## config.mk

```make
export PLATFORM = sky130hd
export DESIGN_NAME = miriscv_radix2_divider_flat
export DESIGN_NICKNAME = d
export VERILOG_FILES = /design/src/rtl/miriscv_radix2_divider_pkg.sv /design/src/rtl/miriscv_radix2_divider_if.sv /design/src/rtl/miriscv_radix2_divider_div_step.sv /design/src/rtl/miriscv_radix2_divider.sv /design/src/flat_wrapper.sv
export SDC_FILE = /design/constraint.sdc
export NUM_CORES = 1
export LEC_CHECK = 0
export CORE_MARGIN = 2
export CORE_UTILIZATION = 45
export CTS_BUF_LIST = sky130_fd_sc_hd__clkbuf_4 sky130_fd_sc_hd__clkbuf_8 sky130_fd_sc_hd__clkbuf_16
export DETAILED_ROUTE_END_ITERATION = 8
export PLACE_DENSITY = 0.76
export SETUP_SLACK_MARGIN = 0.1
export SYNTH_ARGS = -nofsm -noshare
export SYNTH_HDL_FRONTEND = slang
export SYNTH_HIERARCHICAL = 1
export SYNTH_SLANG_ARGS = --single-unit
```

## constraint.sdc

```tcl
create_clock -name clk_i -period 5.7 [get_ports clk_i]
set_input_delay 0.57 -clock clk_i [delete_from_list [all_inputs] [get_ports clk_i]]
set_output_delay 0.57 -clock clk_i [all_outputs]
set_load 0.005 [all_outputs]
```

## src/rtl/miriscv_radix2_divider_pkg.sv

```systemverilog
// miriscv_radix2_divider_pkg
// Shared constants and types for the radix-2 divider slice. This package
// holds the operand width, the MDU opcode encodings (RISC-V funct3 values),
// the divider FSM state type and the iteration counter width.
package miriscv_radix2_divider_pkg;

    localparam int XLEN      = 32;
    localparam int MDU_OP_W  = 3;
    localparam int DIV_CNT_W = $clog2(XLEN);

    localparam logic [MDU_OP_W-1:0] MDU_DIV  = 3'd4;
    localparam logic [MDU_OP_W-1:0] MDU_DIVU = 3'd5;
    localparam logic [MDU_OP_W-1:0] MDU_REM  = 3'd6;
    localparam logic [MDU_OP_W-1:0] MDU_REMU = 3'd7;

    // Most negative signed value; dividing it by -1 is the overflow case.
    localparam logic [XLEN-1:0] XLEN_MIN = {1'b1, {(XLEN-1){1'b0}}};

    typedef enum logic [2:0] {
        IDLE,
        PREP,
        CALC,
        FIX,
        DONE
    } div_state_e;

    function automatic logic is_signed_op(input logic [MDU_OP_W-1:0] op);
        return (op == MDU_DIV) || (op == MDU_REM);
    endfunction

endpackage

```

## src/rtl/miriscv_radix2_divider_if.sv

```systemverilog
// miriscv_radix2_divider_if
// Connection between the multiply/divide unit (master) and the divider
// (slave): start/kill/keep controls, operands, opcode, the registered
// divisor-zero flag, both results and the stall request.
interface miriscv_radix2_divider_if;
    import miriscv_radix2_divider_pkg::*;

    logic                div_start_i;
    logic [XLEN-1:0]     port_a_i;
    logic [XLEN-1:0]     port_b_i;
    logic [MDU_OP_W-1:0] mdu_op_i;
    logic                zero_i;
    logic                kill_i;
    logic                keep_i;
    logic [XLEN-1:0]     div_result_o;
    logic [XLEN-1:0]     rem_result_o;
    logic                div_stall_req_o;

    modport master (
        output div_start_i, port_a_i, port_b_i, mdu_op_i, zero_i, kill_i, keep_i,
        input  div_result_o, rem_result_o, div_stall_req_o
    );

    modport slave (
        input  div_start_i, port_a_i, port_b_i, mdu_op_i, zero_i, kill_i, keep_i,
        output div_result_o, rem_result_o, div_stall_req_o
    );

endinterface

```

## src/rtl/miriscv_radix2_divider_div_step.sv

```systemverilog
// miriscv_div_step
// One combinational restoring-division step.
//   rem_i          partial remainder (always < divisor)
//   divisor_i      divisor magnitude
//   dividend_bit_i next dividend bit, MSB first
//   rem_o          next partial remainder
//   q_bit_o        quotient bit produced by this step
module miriscv_div_step
    import miriscv_radix2_divider_pkg::*;
(
    input  logic [XLEN-1:0] rem_i,
    input  logic [XLEN-1:0] divisor_i,
    input  logic            dividend_bit_i,
    output logic [XLEN-1:0] rem_o,
    output logic            q_bit_o
);

    logic [XLEN:0] shifted;
    logic [XLEN:0] diff;

    assign shifted = {rem_i, dividend_bit_i};
    assign diff    = shifted - {1'b0, divisor_i};

    // With shifted[XLEN] clear both operands are below 2^XLEN, so diff[XLEN]
    // is a true sign bit. With it set the shifted value already exceeds any
    // divisor and the subtraction always succeeds.
    assign q_bit_o = shifted[XLEN] | ~diff[XLEN];
    assign rem_o   = q_bit_o ? diff[XLEN-1:0] : shifted[XLEN-1:0];

endmodule

```

## src/rtl/miriscv_radix2_divider.sv

```systemverilog
// miriscv_radix2_divider
// Iterative restoring radix-2 divider for DIV/DIVU/REM/REMU. Produces one
// quotient bit per cycle on magnitudes and fixes the signs at the end.
// Ports:
//   clk_i   clock
//   arst_i  asynchronous active-high reset
//   div_if  slave side of miriscv_radix2_divider_if (controls, operands,
//           quotient/remainder results, combinational stall request)
module miriscv_radix2_divider
    import miriscv_radix2_divider_pkg::*;
(
    input logic                    clk_i,
    input logic                    arst_i,
    miriscv_radix2_divider_if.slave div_if
);

    div_state_e           state_q;
    logic [DIV_CNT_W-1:0] cnt_q;
    logic [XLEN-1:0]      dividend_q;   // shifts dividend out, quotient in
    logic [XLEN-1:0]      divisor_q;
    logic [XLEN-1:0]      rem_q;
    logic                 signed_q;
    logic                 q_neg_q;
    logic                 r_neg_q;
    logic [XLEN-1:0]      div_result_q;
    logic [XLEN-1:0]      rem_result_q;

    logic            op_signed;
    logic            sign_a;
    logic            sign_b;
    logic [XLEN-1:0] abs_a;
    logic [XLEN-1:0] abs_b;
    logic            accept;
    logic            busy;
    logic [XLEN-1:0] step_rem;
    logic            step_q_bit;

    assign op_signed = is_signed_op(div_if.mdu_op_i);
    assign sign_a    = op_signed & div_if.port_a_i[XLEN-1];
    assign sign_b    = op_signed & div_if.port_b_i[XLEN-1];
    assign abs_a     = sign_a ? -div_if.port_a_i : div_if.port_a_i;
    assign abs_b     = sign_b ? -div_if.port_b_i : div_if.port_b_i;

    // A new operation is taken from IDLE, or from DONE unless the pipeline
    // asks to keep the held result.
    assign accept = div_if.div_start_i & ~div_if.kill_i &
                    ((state_q == IDLE) | ((state_q == DONE) & ~div_if.keep_i));
    assign busy   = state_q inside {PREP, CALC, FIX};

    assign div_if.div_stall_req_o = accept | (busy & ~div_if.kill_i);
    assign div_if.div_result_o    = div_result_q;
    assign div_if.rem_result_o    = rem_result_q;

    miriscv_div_step u_div_step (
        .rem_i          (rem_q),
        .divisor_i      (divisor_q),
        .dividend_bit_i (dividend_q[XLEN-1]),
        .rem_o          (step_rem),
        .q_bit_o        (step_q_bit)
    );

    always_ff @(posedge clk_i or posedge arst_i) begin
        if (arst_i) begin
            state_q      <= IDLE;
            cnt_q        <= '0;
            dividend_q   <= '0;
            divisor_q    <= '0;
            rem_q        <= '0;
            signed_q     <= 1'b0;
            q_neg_q      <= 1'b0;
            r_neg_q      <= 1'b0;
            div_result_q <= '0;
            rem_result_q <= '0;
        end else if (div_if.kill_i) begin
            state_q <= IDLE;
        end else begin
            case (state_q)
                IDLE, DONE: begin
                    if (accept) begin
                        state_q    <= PREP;
                        signed_q   <= op_signed;
                        dividend_q <= abs_a;
                        divisor_q  <= abs_b;
                        q_neg_q    <= sign_a ^ sign_b;
                        r_neg_q    <= sign_a;
                    end else if ((state_q == DONE) && div_if.div_start_i && div_if.keep_i) begin
                        state_q <= DONE;
                    end else begin
                        state_q <= IDLE;
                    end
                end
                PREP: begin
                    // zero_i arrives one cycle after the operands, so the
                    // special cases are resolved here rather than in IDLE.
                    if (div_if.zero_i) begin
                        div_result_q <= '1;
                        rem_result_q <= div_if.port_a_i;
                        state_q      <= DONE;
                    end else if (signed_q && (div_if.port_a_i == XLEN_MIN) &&
                                 (div_if.port_b_i == '1)) begin
                        div_result_q <= XLEN_MIN;
                        rem_result_q <= '0;
                        state_q      <= DONE;
                    end else begin
                        rem_q   <= '0;
                        cnt_q   <= DIV_CNT_W'(XLEN - 1);
                        state_q <= CALC;
                    end
                end
                CALC: begin
                    rem_q      <= step_rem;
                    dividend_q <= {dividend_q[XLEN-2:0], step_q_bit};
                    cnt_q      <= cnt_q - DIV_CNT_W'(1);
                    if (cnt_q == '0) begin
                        state_q <= FIX;
                    end
                end
                FIX: begin
                    div_result_q <= q_neg_q ? -dividend_q : dividend_q;
                    rem_result_q <= r_neg_q ? -rem_q : rem_q;
                    state_q      <= DONE;
                end
                default: state_q <= IDLE;
            endcase
        end
    end

endmodule

```

## src/flat_wrapper.sv

```systemverilog
// flat-port wrapper written by rule: the top's interface ports become plain ports
module miriscv_radix2_divider_flat import miriscv_radix2_divider_pkg::*;
  (clk_i, arst_i, div_if_div_start_i, div_if_port_a_i, div_if_port_b_i, div_if_mdu_op_i, div_if_zero_i, div_if_kill_i, div_if_keep_i, div_if_div_result_o, div_if_rem_result_o, div_if_div_stall_req_o);
  miriscv_radix2_divider_if div_if_i ();
  input logic clk_i;
  input logic arst_i;
  input wire logic [$bits(div_if_i.div_start_i)-1:0] div_if_div_start_i;
  input wire logic [$bits(div_if_i.port_a_i)-1:0] div_if_port_a_i;
  input wire logic [$bits(div_if_i.port_b_i)-1:0] div_if_port_b_i;
  input wire logic [$bits(div_if_i.mdu_op_i)-1:0] div_if_mdu_op_i;
  input wire logic [$bits(div_if_i.zero_i)-1:0] div_if_zero_i;
  input wire logic [$bits(div_if_i.kill_i)-1:0] div_if_kill_i;
  input wire logic [$bits(div_if_i.keep_i)-1:0] div_if_keep_i;
  output wire logic [$bits(div_if_i.div_result_o)-1:0] div_if_div_result_o;
  output wire logic [$bits(div_if_i.rem_result_o)-1:0] div_if_rem_result_o;
  output wire logic [$bits(div_if_i.div_stall_req_o)-1:0] div_if_div_stall_req_o;
  assign div_if_i.div_start_i = div_if_div_start_i;
  assign div_if_i.port_a_i = div_if_port_a_i;
  assign div_if_i.port_b_i = div_if_port_b_i;
  assign div_if_i.mdu_op_i = div_if_mdu_op_i;
  assign div_if_i.zero_i = div_if_zero_i;
  assign div_if_i.kill_i = div_if_kill_i;
  assign div_if_i.keep_i = div_if_keep_i;
  assign div_if_div_result_o = div_if_i.div_result_o;
  assign div_if_rem_result_o = div_if_i.rem_result_o;
  assign div_if_div_stall_req_o = div_if_i.div_stall_req_o;
  miriscv_radix2_divider u_core (.clk_i(clk_i), .arst_i(arst_i), .div_if(div_if_i));
endmodule
```

* Word-level counts from Yosys, hierarchy flattened
Cells that the tools add are included.
Storage, ports and cells: input bits 73, logic and storage cells 84, register bits after elaboration 171, output and inout bits 65
Operators by class: mux-type cells 26, reduce and logical (&&, ||, !) cells 16, bitwise operators 13, equality and inequality tests 13, add/sub/neg operators 6
Operators with widths (number):
- two-way mux 32 bit | 12
- one-hot mux 32 bit (2 select lines) | 4
- negator 32 bit | 4
- == test 32 bit (second input constant) | 2
- subtractor 33 x 32 -> 33 bit | 1
- two-way mux 3 bit | 6
- one-hot mux 3 bit (4 select lines) | 1
- two-way mux 5 bit | 2
- one-hot mux 5 bit (2 select lines) | 1
- == test 3 bit (second input constant) | 3
- AND reduction 3 bit | 3
- bitwise AND 1 bit | 6
- == test 3 x 2 -> 1 bit (second input constant) | 2
- != test 3 bit (second input constant) | 2
- nonzero test 2 bit | 3
- logical NOT 5 bit | 1
- subtractor 5 x 1 -> 5 bit (second input constant) | 1
- logical AND 1 bit | 4
- != test 2 bit (second input constant) | 2
- AND reduction 4 bit | 1
- == test 3 x 1 -> 1 bit (second input constant) | 1
- logical NOT 3 bit | 1
- inverter 1 bit | 3
- OR 1 bit | 3
- 5 further kinds | 5

* Depth between registers and ports, before layout
Gate-level depths: netlist of run 1.
depth in word-level cells 7, gate-level depth with buffers 14, gate-level depth less buffers 13

* By module
Netlist of run 1, hierarchy kept.
Modules (own cells, without submodules):
- miriscv_radix2_divider | area an instance 10217.3 µm², cells each 1162, instances 1, seq. area each 4279.1 µm²
- miriscv_div_step | area an instance 2259.7 µm², cells each 339, instances 1, seq. area each 0.0 µm²

* Least setup slack after synthesis of run 1
No wires, ideal clock.
path type reg2reg, start point reg u_core.dividend_q[31], end point reg u_core.rem_q[17], path slack 2847 ps, cell stages (with the launch flop) 14, arrival 2735 ps, required time 5582 ps, library setup time 118 ps, path through dfrtp_1 -> inv_1 -> ha_1 -> fa_1 -> nand2b_1 -> a21oi_1 -> o311ai_2 -> a211oi_2 -> nor3b_2 -> o31ai_4 -> buf_6 -> mux2_4 -> nand3_1 -> nand2_1
Between the ends: cells in the longest elaborated chain, start to end 5
RTL lines:
- start: declaration | line miriscv_radix2_divider.sv:19 | logic [XLEN-1:0] dividend_q;
- start signal: assignment | line miriscv_radix2_divider.sv:82 | dividend_q <= abs_a;
- start signal: assignment | line miriscv_radix2_divider.sv:112 | dividend_q <= {dividend_q[XLEN-2:0], step_q_bit};
- subtractor 33 x 32 -> 33 bit * | line miriscv_radix2_divider_div_step.sv:22 | assign diff = shifted - {1'b0, divisor_i};
- inverter 1 bit | line miriscv_radix2_divider_div_step.sv:27 | assign q_bit_o = shifted[XLEN] | ~diff[XLEN];
- OR 1 bit | line miriscv_radix2_divider_div_step.sv:27
- two-way mux 32 bit * | line miriscv_radix2_divider_div_step.sv:28 | assign rem_o = q_bit_o ? diff[XLEN-1:0] : shifted[XLEN-1:0];
- via u_core.step_rem[17] | line miriscv_radix2_divider.sv:35 | logic [XLEN-1:0] step_rem;
- one-hot mux 32 bit (2 select lines) * | line miriscv_radix2_divider.sv:77 | case (state_q)
- end signal: assignment | line miriscv_radix2_divider.sv:111 | rem_q <= step_rem;
- end: declaration | line miriscv_radix2_divider.sv:21 | logic [XLEN-1:0] rem_q;
Mark *: on every way through the listed nets, which the timed path passes. The rest lies on a longest branch. A chain may end at the register's enable or synchronous reset.

* Worst setup path in the final report of run 1
start point in div_if_port_a_i[0], end point reg u_core.rem_result_q[18] (netlist: u_core/div_if.rem_result_o[18])
Between the ends: cells in the longest elaborated chain, start to end 5
RTL lines:
- start: declaration | line flat_wrapper.sv:8 | input wire logic [$bits(div_if_i.port_a_i)-1:0] div_if_port_a_i;
- == test 32 bit | line miriscv_radix2_divider.sv:99 | end else if (signed_q && (div_if.port_a_i == XLEN_MIN) &&
- logical AND 1 bit (2 in series) | line miriscv_radix2_divider.sv:99
- != test 3 bit (no source line)
- AND reduction 3 bit (no source line)
- end signal: assignment | line miriscv_radix2_divider.sv:97 | rem_result_q <= div_if.port_a_i;
- end signal: assignment | line miriscv_radix2_divider.sv:120 | rem_result_q <= r_neg_q ? -rem_q : rem_q;
- end: declaration | line miriscv_radix2_divider.sv:26 | logic [XLEN-1:0] rem_result_q;
Every way passes these cells.

==> reports/results.ini, run 1 <==
[yosys]
yosysSeqAreaShare_pct=34.3
synth_top_cell_area_share_pct=34.3
ys_warn_count=6
ys_ff_latch=171
yosys.area.top_type=dfrtp_1
avgSynthCellArea_sq_um=8.31
ys_types=80
synthCells=1501
synthArstFlopShare_pct=100
syn_nets=1614
syn_area_sq_um=12500
synth_flop_cell=dfrtp_1
synth_area_leaders=dfrtp_1, xor2_1, mux2_2
synth-edff-count=0

[global_route]
grt_use_total_pct=23.7
grt_pass1_vias=10700
overflow=0
antenna_found_initial=0
grt_first_pass_wirelength_um=55400
grt_max_degree=87

[die]
io_pins=138
rows=60
die_w_um=171
core_sq_um=27100
start_util_pct=46.0
die-area_sq_um=29100
die_y_um=171

[timing]
final_max_slew_viol_count=0
fmax_ghz=0.266
fin_hold_ws_ps=479
final_hold_viol_count=0
skew_ps=10.2
timing.final.crit_share_pct=65.9
setup_viol=0
rsz0062_at_grt=false
tightest_slew_ps=1320
fin_crit_ps=3760
fin_tns_setup_ps=0
slew_headroom_pct=12.3

[cells_and_area]
final_nets=1687
final_cells=1959
layout_common_cells=dfrtp_1, nand2_1, clkdlybuf4s50_1
design_area_sq_um=14700
nFillCells=2454
layout_commonest_cell=dfrtp_1
area_growth_pct=17.7
drive_above_1_share_pct=8.70
n_antenna_cell=0

[worst_setup_path]
endpoint_kind=register
crit_arrival_ps=4070
path_class=input pin to register
worstPathRequired_ps=6020
critPathMaxFanout=50
worst_setup_path_start_kind=input pin

[run]
maxCapViolCount=0

[clock_network]
clk_latency_ps=430
clkSinkCount=171
cts_setup_buffers=0
root_buffer=clkbuf_16
cts_buffers=17
max-clock-path-buffers=2
cts_tree=done
cts_hold_buf=0
post_cts_resize_count=0
htree_levels=4
cts.reportedPaths.clkPinSlew_ps=60

[outcome]
outcome=finished, final reports clean

[power]
p_sw_w=0.00130
combPwrFrac_pct=28.9
swShare_pct=31.1
p_total_w=0.00419
powerDensity_nw_per_um2=285
p_clk_share_pct=30.2
ir_drop_mv=0.248
pwr-share-seq_pct=40.9
p_int_w=0.00289
p_leak_nw=6.37

[placed_design]
dp.cells=1927
dp_hpwl_um=25000
port_buffers=136
dpl_cell_area_sq_um=14000
place_congestion=0.937

[route]
drtIter0Drc=1117
drt-wirelength-per-cell_um=17.5
postRouteAntennaNets=0
routed_wl_um=34200
drc_errors=0
vias=11500
drt_first_pass_iters=6
vias_per_cell=5.88

[worst_hold_path]
hp-class=register to register

-- Yosys cell counts, types with 6 or more instances --
library cell and count:
dfrtp_1 171, nand2_1 149, o21ai_0 124, nor2_1 119, nand3_1 102, a21oi_1 97
clkbuf_1 80, xor2_1 77, inv_1 59, mux2_2 57, xnor2_1 48, ha_1 39
nor3_1 35, a31oi_1 28, o31ai_1 26, a21o_1 22, nand4_1 20, nor4_1 18
mux2i_1 13, or3_1 13, nor2b_1 12, or4_1 12, o41ai_1 11, nand2b_1 10
o22ai_1 10, a221oi_1 8, a211oi_1 7, a221o_1 7, a22oi_1 7, and3_1 7
buf_2 7, nand4b_1 6, o211ai_1 6, o21bai_1 6, or2_2 6
-- state kept, by name, indices dropped and copies added (netlist names) --
name and flops:
u_core/divisor_q 32, u_core/cnt_q 5, u_core/div_if.div_result_o 32, u_core/r_neg_q 1
u_core/q_neg_q 1, u_core/state_q 3, u_core/div_if.rem_result_o 32, u_core/signed_q 1
u_core/dividend_q 32, u_core/rem_q 32
-- cell type report --
type / instances / area [sq um] / share of cell area [%]
Clock buffer: 22 / 475 / 3.24
Clock inverter: 10 / 165 / 1.13
Inverter: 59 / 226 / 1.54
Multi-Input combinational cell: 1176 / 7610 / 51.8
Sequential cell: 171 / 4280 / 29.1
Tap cell: 372 / 465 / 3.17
Timing Repair Buffer: 149 / 1460 / 9.94
-- cells by family (layout without fill, tap and decap cells) --
logic type / after synthesis / count (layout) / synth area share [%]
multiplexers: 76 / 76 / 6.88
adder cells (fa/ha/maj): 40 / 40 / 4.07
flip-flops: 171 / 171 / 34.3
buffers and inverters: 154 / 240 / 4.94
AO/OA/AOI/OAI: 399 / 399 / 20.2
AND/OR/NAND/NOR: 536 / 536 / 20.9
XOR/XNOR: 125 / 125 / 8.77
-- worst paths after layout --
| check | endpoint | slack, ps | cells past startpoint | startpoint |
|---|---|---|---|---|
| max in group asynchronous | u_core/divisor_q[29]$_DFFE_PP0P_ | 3820 | 3 | arst_i |
| min in group asynchronous | u_core/div_if.div_result_o[8]$_DFFE_PP0P_ | 650 | 2 | arst_i |
| worst min-delay path | u_core/divisor_q[5]$_DFFE_PP0P_ | 480 | 2 | u_core/divisor_q[5]$_DFFE_PP0P_ |
| worst min register to register | u_core/divisor_q[5]$_DFFE_PP0P_ | 480 | 2 | u_core/divisor_q[5]$_DFFE_PP0P_ |
| worst max register to register | u_core/rem_q[3]$_DFFE_PP0P_ | 2020 | 13 | u_core/dividend_q[31]$_DFFE_PP0P_ |
| worst max-delay path | u_core/div_if.rem_result_o[18]$_DFFE_PP0P_ | 1940 | 10 | div_if_port_a_i[0] |
-- critical path: stages --
cell and delay, ps:
clkdlybuf4s50_1 550, inv_1 110, ha_1 170, or3b_1 450
nor4_1 630, nand4_1 240, nor3_1 360, nor2_4 170
buf_4 380, a221o_1 420
-- power by group through the flow --
stage               Clock (W)  Sequential (W)  Combinational, W
global placement            0         0.00172           0.00117
global route          0.00133         0.00175           0.00134
finish                0.00127         0.00171           0.00121
CTS                   0.00128         0.00171           0.00121
floorplan                   0         0.00166          0.000715
detailed placement          0         0.00173           0.00120
-- stage by stage --
step | utilization (%) | worst slack [ps]
2_1_floorplan | - | 498
3_5_place_dp | 51.8 | 1620
4_1_cts | 54.2 | 2040
6_report | 54.2 | 1940
3_3_place_gp | 51.8 | 1690
5_1_grt | 54.2 | 1910
-- routing by layer --
layer,up-vias,global-route usage (%),share of wire (%)
li1,5567,-,-
met1,5397,31.7,44
met2,487,38.7,47
met3,74,3.89,6.9
met4,0,8.96,2.8
met5,-,0,0
Power figures use the tool's default switching activity.
==> run 2, diff against run 1 <==
- PLACE_DENSITY: 0.76 -> 0.79
- clock period: 5.7 -> 3.2 ns (I/O delays scaled with it)
==> reports/results.ini, run 2 (synthesized netlist as in run 1, its figures left out) <==
[timing]
final_max_slew_viol_count=0  ; unchanged
rsz0062_at_grt=true
fmax_ghz=0.331
skew_ps=10.0  ; -0.122 ps
fin_tns_setup_ps=0  ; unchanged
slew_headroom_pct=31.2  ; +19 points
timing.final.crit_share_pct=94.4
setup_viol=0  ; unchanged
tightest_slew_ps=1030  ; -283 ps
fin_crit_ps=3020
final_hold_viol_count=0  ; unchanged

[clock_network]
htree_levels=4  ; unchanged
clk_latency_ps=440  ; about the same
cts_hold_buf=0  ; unchanged
cts_buffers=17  ; unchanged
max-clock-path-buffers=2  ; unchanged
root_buffer=clkbuf_16
cts.reportedPaths.clkPinSlew_ps=70  ; about the same
cts_tree=done
clkSinkCount=171  ; unchanged

[die]
die-area_sq_um=29100  ; unchanged
io_pins=138  ; unchanged
start_util_pct=46.0  ; unchanged
die_y_um=171  ; unchanged
die_w_um=171  ; unchanged
rows=60  ; unchanged
core_sq_um=27100  ; unchanged

[worst_setup_path]
crit_arrival_ps=3350  ; -720 ps
critical_path.top_delay_family=compound AO/OA/AOI/OAI gates
worst_setup_path_start_kind=register
path_common_cell=buf_4
path_class=register to register
critPathBufInv=3  ; unchanged
critPathMaxFanout=10  ; -80%
cp_slowest_stage_delay_ps=390  ; -240 ps
crit_path_cell_trace=ha_2 -> fa_2 -> nand2b_4 -> a21oi_4 -> o311ai_4 -> a211oi_2 -> buf_4 -> nor3b_4 -> o31ai_4 -> buf_4 -> buf_12 -> mux2_1 -> nand3_1 -> nand2_1
endpoint_kind=register
worstPathRequired_ps=3530  ; -2490 ps
worst_path_max_delay_cell=dfrtp_1

[outcome]
outcome=finished, final reports clean

[cells_and_area]
final_nets=1768  ; +4.8%
layout_common_cells=dfrtp_1, nand2_1, clkdlybuf4s50_1
nFillCells=2412  ; -1.7%
drive_above_1_share_pct=13.7  ; +5.0 points
layout_commonest_cell=dfrtp_1
n_antenna_cell=0  ; unchanged
area_growth_pct=24.1

[global_route]
grt_pass1_vias=11300  ; +5.4%
antenna_found_initial=0  ; unchanged
overflow=0  ; unchanged
grt_use_total_pct=24.8  ; +1.1 points
grt_max_degree=81  ; -6.9%
grt_first_pass_wirelength_um=57500  ; +3.9%

[route]
drc_errors=0  ; unchanged
vias_per_cell=5.91  ; +0.50%
postRouteAntennaNets=0  ; unchanged
drtIter0Drc=1112  ; -0.45%
drt_first_pass_iters=5  ; -1
drt-wirelength-per-cell_um=17.8  ; +1.9%
vias=12100  ; +4.7%
routed_wl_um=36300  ; +6.1%

[power]
p_total_w=0.00751  ; +79%
ir_drop_mv=0.433  ; +75%
powerDensity_nw_per_um2=485  ; +70%
p_leak_nw=6.82  ; +7.1%

[placed_design]
dp_hpwl_um=27000  ; +8.1%
place_congestion=0.933  ; -0.46%
port_buffers=136  ; unchanged

[worst_hold_path]
hp-class=input pin to async pin

[run]
maxCapViolCount=0  ; unchanged

## run 2: what timing repair did
item | in CTS | in global routing
gates cloned | 2 | 0
buffers inserted | 2 | 2
pin swaps | 2 | 3
endpoints found under the setup margin | 23 | 32
resized for setup | 6 | 11
## run 2: path summary, 6_finish.rpt
path                                                  from                                         to  slack, ps  depth (start not counted)
min in group clk_i         u_core/divisor_q[7]$_DFFE_PP0P_            u_core/divisor_q[7]$_DFFE_PP0P_        480                          2
hold reg to reg            u_core/divisor_q[7]$_DFFE_PP0P_            u_core/divisor_q[7]$_DFFE_PP0P_        480                          2
setup reg to reg           u_core/divisor_q[0]$_DFFE_PP0P_                u_core/rem_q[3]$_DFFE_PP0P_        180                         14
setup / recovery           u_core/divisor_q[0]$_DFFE_PP0P_                u_core/rem_q[3]$_DFFE_PP0P_        180                         14
hold / removal                                      arst_i  u_core/div_if.div_result_o[2]$_DFFE_PP0P_        330                          2
max in group asynchronous                           arst_i           u_core/divisor_q[31]$_DFFE_PP0P_       2170                          3
## run 2: through the flow
step	setup slack, ps	hold WS (ps)	area (sq um)	utilization [%]	instances
global route	56.7	369	15500	57.1	2040
detailed placement	-11.0	472	14700	54.2	2002
CTS	119	338	15400	56.8	2038
floorplan	347	447	12500	-	1501
global placement	82.2	460	14700	54.2	2002
finish	180	328	15500	57.1	2040
## run 2: final cells by class
class | instances | area (sq um) | share of cell area, %
Multi-Input combinational cell | 1176 | 7710 | 49.8
Sequential cell | 171 | 4280 | 27.6
Timing Repair Buffer | 230 | 2200 | 14.2
Tap cell | 372 | 465 | 3.01
Clock buffer | 19 | 440 | 2.84
Inverter | 59 | 225 | 1.45
Clock inverter | 13 | 169 | 1.09
## run 2: layer usage
metal / vias to the layer above / GRT usage [%] / routed length [um]
met5: - / 0 / 0
met4: 0 / 9.18 / 1070
met3: 87 / 3.84 / 2460
met2: 546 / 41.2 / 17100
met1: 5702 / 32.9 / 15600
li1: 5727 / - / -
## run 2: report_power, final
group | internal, W | leakage (nW) | switching (W)
logic | 0.00123 | 4.38 | 0.00108
clock network | 0.00125 | 0.287 | 0.000931
registers | 0.00261 | 2.15 | 0.000414
total | 0.00509 | 6.82 | 0.00242
